`src/rtl/register_file.sv`:
```
// register_file: write-back register file at the crossbar output.
//   Holds 2**ADDRESS_WIDTH registers of DATA_WIDTH bits, written from the
//   crossbar (xb_rf_En / xb_rf_d at ps_rf_wrtA). Three combinational read
//   ports (X, Y operands to the crossbar, Z store data to data memory) and
//   write-tracking status (per-register written mask, saturating write count)
//   for the program sequencer.
//
// Ports:
//   clk            rising-edge clock
//   reset          asynchronous active-high reset (clears array and status)
//   ps_rf_xA/yA/zA read addresses for X, Y and Z ports
//   ps_rf_wrtA     write address
//   xb_rf_En       write strobe
//   xb_rf_d        write data
//   rf_xb_rx/ry    X / Y operand read data (combinational)
//   rf_dm_z        Z store read data (combinational)
//   rf_ps_wrMask   bit i set once register i has been written since reset
//   rf_ps_wrCnt    saturating count of accepted writes since reset
//
// Build option:
//   RF_BYPASS_EN   when defined, a read port whose address matches an active
//                  write shows xb_rf_d in the same cycle (write-through).
//                  When undefined, reads always return stored contents.

module register_file #(
  parameter int unsigned DATA_WIDTH    = 16,
  parameter int unsigned ADDRESS_WIDTH = 4
) (
  input  logic                          clk,
  input  logic                          reset,
  input  logic [ADDRESS_WIDTH-1:0]      ps_rf_xA,
  input  logic [ADDRESS_WIDTH-1:0]      ps_rf_yA,
  input  logic [ADDRESS_WIDTH-1:0]      ps_rf_zA,
  input  logic [ADDRESS_WIDTH-1:0]      ps_rf_wrtA,
  input  logic                          xb_rf_En,
  input  logic [DATA_WIDTH-1:0]         xb_rf_d,
  output logic [DATA_WIDTH-1:0]         rf_xb_rx,
  output logic [DATA_WIDTH-1:0]         rf_xb_ry,
  output logic [DATA_WIDTH-1:0]         rf_dm_z,
  output logic [(2**ADDRESS_WIDTH)-1:0] rf_ps_wrMask,
  output logic [7:0]                    rf_ps_wrCnt
);

  localparam int unsigned DEPTH     = 2 ** ADDRESS_WIDTH;
  localparam int unsigned CNT_WIDTH = 8;
  localparam logic [CNT_WIDTH-1:0] CNT_MAX = '1;

  logic [DATA_WIDTH-1:0] regs [DEPTH];
  logic [DEPTH-1:0]      wr_mask;
  logic [CNT_WIDTH-1:0]  wr_cnt;

  // Register array; reset wins over a coincident write.
  always_ff @(posedge clk or posedge reset) begin
    if (reset) begin
      for (int unsigned i = 0; i < DEPTH; i++) begin
        regs[i] <= '0;
      end
    end else if (xb_rf_En) begin
      regs[ps_rf_wrtA] <= xb_rf_d;
    end
  end

  // Written-register mask; rewrites keep the bit set.
  always_ff @(posedge clk or posedge reset) begin
    if (reset) begin
      wr_mask <= '0;
    end else if (xb_rf_En) begin
      wr_mask[ps_rf_wrtA] <= 1'b1;
    end
  end

  // Accepted-write counter, holds at all-ones instead of wrapping.
  always_ff @(posedge clk or posedge reset) begin
    if (reset) begin
      wr_cnt <= '0;
    end else if (xb_rf_En && (wr_cnt != CNT_MAX)) begin
      wr_cnt <= wr_cnt + CNT_WIDTH'(1);
    end
  end

  assign rf_ps_wrMask = wr_mask;
  assign rf_ps_wrCnt  = wr_cnt;

  // Read ports: zero-latency from the array, optionally forwarding the
  // in-flight write so data memory sees fresh store data.
`ifdef RF_BYPASS_EN
  always_comb begin
    rf_xb_rx = regs[ps_rf_xA];
    rf_xb_ry = regs[ps_rf_yA];
    rf_dm_z  = regs[ps_rf_zA];
    if (xb_rf_En && (ps_rf_xA == ps_rf_wrtA)) rf_xb_rx = xb_rf_d;
    if (xb_rf_En && (ps_rf_yA == ps_rf_wrtA)) rf_xb_ry = xb_rf_d;
    if (xb_rf_En && (ps_rf_zA == ps_rf_wrtA)) rf_dm_z  = xb_rf_d;
  end
`else
  always_comb begin
    rf_xb_rx = regs[ps_rf_xA];
    rf_xb_ry = regs[ps_rf_yA];
    rf_dm_z  = regs[ps_rf_zA];
  end
`endif

endmodule

```
`config.mk`:
```
export PLATFORM = sky130hd
export DESIGN_NAME = register_file
export DESIGN_NICKNAME = d
export VERILOG_FILES = /design/src/rtl/register_file.sv
export SDC_FILE = /design/constraint.sdc
export NUM_CORES = 1
export LEC_CHECK = 0
export ABC_AREA = 1
export ABC_CLOCK_PERIOD_IN_PS = 11500
export CAP_MARGIN = 40
export CORE_MARGIN = 3
export CORE_UTILIZATION = 38
export CTS_CLUSTER_SIZE = 8
export DETAILED_ROUTE_END_ITERATION = 8
export GPL_ROUTABILITY_DRIVEN = 0
export SETUP_SLACK_MARGIN = 0.02
export SLEW_MARGIN = 20
export SYNTH_ARGS = -nofsm -noshare
export SYNTH_HDL_FRONTEND = slang
export SYNTH_SLANG_ARGS = --single-unit
```
`constraint.sdc`:
```
create_clock -name clk -period 11.5 [get_ports clk]
set_input_delay 3.45 -clock clk [delete_from_list [all_inputs] [get_ports clk]]
set_output_delay 3.45 -clock clk [all_outputs]
set_load 0.05 [all_outputs]
```
==> impl_metrics.ini, run 1 <==
[floorplanning]
ios = 107
start_util = 0.387
die_w_um = 225
num_rows = 79
fp.dieArea_sq_mm = 0.0504
die_h_um = 225
core_sq_mm = 0.0469

[timing]
fmax_mhz = 101
finalClockSkew_ns = 0.00865
slew_headroom = 0.364
final-hold-violation-count = 0
rsz0062_at_grt = false
post-route-min-period_ns = 9.85
finalSetupViolCount = 0
whs_ns = 0.457
fin_crit_sh = 0.857
finalWorstSetupSlack_ns = 1.65
drv_slew = 0
tns_ns = 0
tightest_slew_ns = 0.954

[synthesis]
syn_nets = 2925
yosys-mux-area-fraction = 0
synthXorXnorAreaFrac = 0.00193
synth_top_family_by_area = simple AND/OR/NAND/NOR gates
netlist_area_sq_mm = 0.0182
synthAdderAreaFrac = 0.000689
synth_area_per_cell_sq_um = 6.28
synth-simple-area-share = 0.425
synth_top_area_frac = 0.386
netlist_instances = 2889
yosysWarnings = 0
ys_ff_latch = 280
synthTopCellsByArea = dfrtp_1, nand2_1, nand3_1, o21ai_0, inv_1
yosysSeqAreaShare = 0.386
synth.distinct_cells = 19
yosys.area.top_type = dfrtp_1
synth_compound_area_frac = 0.0713

[worst_setup_path]
start_kind = input pin
cp.required_ns = 8.05
critPathCaptureType = primary output
arrival_ns = 6.40
cp_max_fo = 69
reg2regPathDepth = 7
critPathKind = input pin to primary output

[cts]
clk_pin_slew_worst_paths_ns = 0.05
clock_path_buffers = 3
cts_buffers = 41
holdBufCountCts = 0
tritoncts = yes
cts_setup_buffers = 0
clock_sinks = 280
root_buffer = clkbuf_16
clock_latency_ns = 0.57
h-tree-depth = 2
cts-resized-gates = 0

[min_path]
hold_path_class = register to register
whs_path_depth = 2

[route]
drc = 0
drt_first_pass_iters = 7
drt-initial-drc-count = 2630
via_per_inst = 5.70
antenna_left = 0
post_drt_wl_per_cell_um = 21.3
drt-total-wl_um = 74200
vias = 19900

[placement]
pre_cts_ws_ns = 1.75
dp_hpwl_um = 43200
io_buffers = 106

[grt]
grt_max_degree = 158
grt_overflow = 0
antenna_found_initial = 1
grt_use_total = 0.289
grt_pass1_vias = 19000
grt_pass1_wl_um = 112000

[cells_and_area]
syn_to_final_growth_pct = 14.7
nFillCells = 4833
antenna_cells = 0
drive_gt1_frac = 0.0417
layout.nets = 2909

[pwr]
powerDensity_mw_per_mm2 = 168
finalPower_mw = 3.50
ir_worst_vdd_v = 0.0000844
p_leak_nw = 10.9

[run]
drv_cap = 0

[status]
status = completed
## through the flow
step	instance area (sq um)	cells	util
3_3_place_gp	19300	3423	0.413
3_5_place_dp	19700	3436	0.420
6_report	20800	3487	0.444
5_1_grt	20800	3487	0.444
4_1_cts	20800	3486	0.444
2_1_floorplan	18200	2889	-
## layer usage
metal	wire length, um	GRT usage	share of wire	vias up
met2	31600	0.439	0.43	1216
met1	29800	0.384	0.40	9263
met4	4210	0.155	0.057	2
met5	12	0	0.00016	-
li1	-	-	-	9094
met3	8540	0.0677	0.12	302
## cells by family after synthesis
family | after synthesis
AOI/OAI and AO/OA | 258
xor gates and xnor gates | 4
adders and majority gates | 1
buffers and inverters | 527
DFF | 280
and+or+nand+nor | 1819
## synth_stat cells, drive strengths merged
library cell / number
nor2: 10
xor2: 3
clkbuf: 95
xnor2: 1
inv: 310
a21oi: 1
nor3: 1
nand3b: 4
dfrtp: 280
ha: 1
nand2: 1126
nand3: 678
buf: 122
o21ai: 257
## flip-flops by register name, summed over array words and instances, names as in the netlist
name,count
regs,256
rf_ps_wrCnt,8
rf_ps_wrMask,16
## final timing paths
check | startpoint | slack, ns | endpoint
setup / recovery | ps_rf_yA[0] | 1.65 | rf_xb_ry[15]
hold / removal | rf_ps_wrMask[1] | 0.46 | rf_ps_wrMask[1]
setup reg to reg | rf_ps_wrCnt[0] | 9.81 | rf_ps_wrCnt[6]
hold reg to reg | rf_ps_wrMask[1] | 0.46 | rf_ps_wrMask[1]
max in group asynchronous | reset | 6.89 | rf_ps_wrMask[6]
min in group asynchronous | reset | 3.30 | regs[42]
## cells in the final DEF (no fill, tap or decap), types with 3 or more instances in the layout
cell and instances:
nand2_1 1126, nand3_1 676, inv_1 303, dfrtp_1 280
o21ai_0 254, clkdlybuf4s50_1 97, clkbuf_16 43, buf_4 39
buf_16 9, nor2_1 8, buf_12 7, buf_2 6
nand3b_1 4, clkbuf_1 4, o21ai_1 3, inv_4 3
clkinv_2 3, xor2_1 3
## critical path, stage by stage
cell and delay, ns:
buf_4 0.27, inv_4 0.71, buf_4 0.50, nand2_1 0.10, nand3_1 0.09, nand3_1 0.11, nand3_1 0.14, nand2_1 0.19
clkdlybuf4s50_1 0.78
## area by class of cell
| cell class | count | area [sq um] | area share |
|---|---|---|---|
| Clock buffer | 49 | 1120 | 0.0537 |
| Clock inverter | 1 | 8.76 | 0.000421 |
| Inverter | 310 | 1180 | 0.0568 |
| Multi-Input combinational cell | 2082 | 9060 | 0.435 |
| Sequential cell | 280 | 7010 | 0.337 |
| Tap cell | 607 | 759 | 0.0365 |
| Timing Repair Buffer | 158 | 1680 | 0.0808 |
## power breakdown
part	internal (mW)	leakage, nW	switching, mW
Clock	0.671	0.554	0.457
Sequential	1.18	3.50	0.112
Combinational	0.339	6.80	0.737
Total	2.19	10.9	1.31
Note: power is estimated with default switching activity, not from simulation.
==> run 2: changes to the inputs <==
--- a/config.mk
+++ b/config.mk
@@ -13,6 +13,7 @@
 export CTS_CLUSTER_SIZE = 8
 export DETAILED_ROUTE_END_ITERATION = 8
 export GPL_ROUTABILITY_DRIVEN = 0
+export PLACE_DENSITY_LB_ADDON = 0.1
 export SETUP_SLACK_MARGIN = 0.02
 export SLEW_MARGIN = 20
 export SYNTH_ARGS = -nofsm -noshare
==> impl_metrics.ini, run 2 (synthesis gave the netlist of run 1 again) <==
[worst_setup_path]
cp_max_fo = 70
cp_top_family = buffers and inverters
critPathCaptureType = primary output
slowest_stage = clkdlybuf4s50_1
critPathKind = input pin to primary output
cp_num_buf_inv = 4
worstPathCellList = buf_4 > inv_4 > buf_12 > nand2_1 > nand3_1 > nand3_1 > nand3_1 > nand2_1 > clkdlybuf4s50_1
reg2regPathDepth = 7
rrSetupSlack_ns = 9.80
cpMostUsedCell = nand3_1
start_kind = input pin
cp.required_ns = 8.05
max_stage_delay_ns = 0.86
r2r_end = rf_ps_wrCnt[7]
arrival_ns = 6.48
r2r_start = rf_ps_wrCnt[0]

[timing]
fmax_mhz = 101
fin_crit_sh = 0.863
finalWorstSetupSlack_ns = 1.57
tightest_slew_ns = 0.893
post-route-min-period_ns = 9.93
finalClockSkew_ns = 0.00443
tns_ns = 0
finalSetupViolCount = 0
rsz0062_at_grt = false
drv_slew = 0
slew_headroom = 0.405
final-hold-violation-count = 0

[route]
drc = 0
drt_first_pass_iters = 7
drt-total-wl_um = 75800
vias = 19700
post_drt_wl_per_cell_um = 21.7
antenna_left = 0
via_per_inst = 5.62
drt-initial-drc-count = 2597

[grt]
grt_pass1_vias = 18200
grt_max_degree = 83
grt_use_total = 0.297
grt_overflow = 0
antenna_found_initial = 0
grt_pass1_wl_um = 115000

[cts]
clock_path_buffers = 3
clk_pin_slew_worst_paths_ns = 0.05
root_buffer = clkbuf_16
clock_sinks = 280
h-tree-depth = 2
cts-resized-gates = 0
cts_buffers = 41
holdBufCountCts = 0
tritoncts = yes
cts_setup_buffers = 0
clock_latency_ns = 0.56

[floorplanning]
die_h_um = 225
num_rows = 79
die_w_um = 225
fp.dieArea_sq_mm = 0.0504
start_util = 0.387
core_sq_mm = 0.0469
ios = 107

[cells_and_area]
drive_gt1_frac = 0.0446
layout_commonest_cell = nand2_1
nFillCells = 4911
final_cell_mix = nand2_1, nand3_1, inv_1
syn_to_final_growth_pct = 15.4
antenna_cells = 0
layout.nets = 2919
largest_register_ff_count = 256
top_register = regs

[pwr]
p_leak_nw = 10.9
powerDensity_mw_per_mm2 = 167
ir_worst_vdd_v = 0.000106

[placement]
pre_cts_ws_ns = 1.65
dp_hpwl_um = 45800
io_buffers = 106

[status]
status = completed

[run]
drv_cap = 0

[min_path]
whs_path_depth = 2
holdPathEnd = rf_ps_wrMask[7]
hp-start = rf_ps_wrMask[7]
hold_path_class = register to register
-- run 2: worst max path at each step --
stage                     start     endpoint  slack (ns)  cells after the start
floorplan                 reset      regs[0]        0.33                      1
global route        ps_rf_xA[0]  rf_xb_rx[5]        1.54                      9
global placement    ps_rf_yA[0]  rf_xb_ry[5]        1.62                      9
finish              ps_rf_xA[0]  rf_xb_rx[5]        1.57                      9
detailed placement  ps_rf_yA[0]  rf_xb_ry[5]        1.65                      9
CTS                 ps_rf_yA[0]  rf_xb_ry[5]        1.65                      9
-- run 2: final cells by class --
| type | count | area (sq um) | share of cell area |
|---|---|---|---|
| Multi-Input combinational cell | 2082 | 9060 | 0.433 |
| Sequential cell | 280 | 7010 | 0.335 |
| Timing Repair Buffer | 168 | 1810 | 0.0865 |
| Inverter | 310 | 1180 | 0.0563 |
| Clock buffer | 50 | 1110 | 0.0531 |
| Tap cell | 607 | 759 | 0.0363 |
| Clock inverter | 1 | 8.76 | 0.000418 |
-- run 2: through the flow --
stage	power (mW)	cells	hold slack (ns)	utilization	instance area, sq um
6_report	3.50	3498	0.459	0.447	20900
5_1_grt	3.72	3498	0.483	0.447	20900
4_1_cts	3.51	3489	0.463	0.442	20700
3_5_place_dp	2.38	3438	0.450	0.418	19600
3_3_place_gp	2.35	3427	0.447	0.413	19300
2_1_floorplan	2.05	2889	0.453	-	18200
-- run 2: per-layer routing --
metal / share of wire / global-route usage / vias up
met3: 0.091 / 0.0489 / 181
met2: 0.43 / 0.442 / 1082
li1: - / - / 9121
met5: 0 / 0 / -
met1: 0.44 / 0.428 / 9273
met4: 0.043 / 0.128 / 0
-- run 2: where the power goes --
group / switching, mW / internal (mW)
sequential: 0.112 / 1.18
combinational: 0.758 / 0.343
clock: 0.441 / 0.666
-- run 2: worst register-to-register path: cells and delay by family (launching register included) --
| family | cells | cell delay [ns] |
|---|---|---|
| flip-flops | 1 | 0.41 |
| AO/OA/AOI/OAI | 1 | 0.40 |
| AND/OR/NAND/NOR | 3 | 0.27 |
| buffers and inverters | 2 | 0.26 |
| adder cells (fa/ha/maj) | 1 | 0.25 |
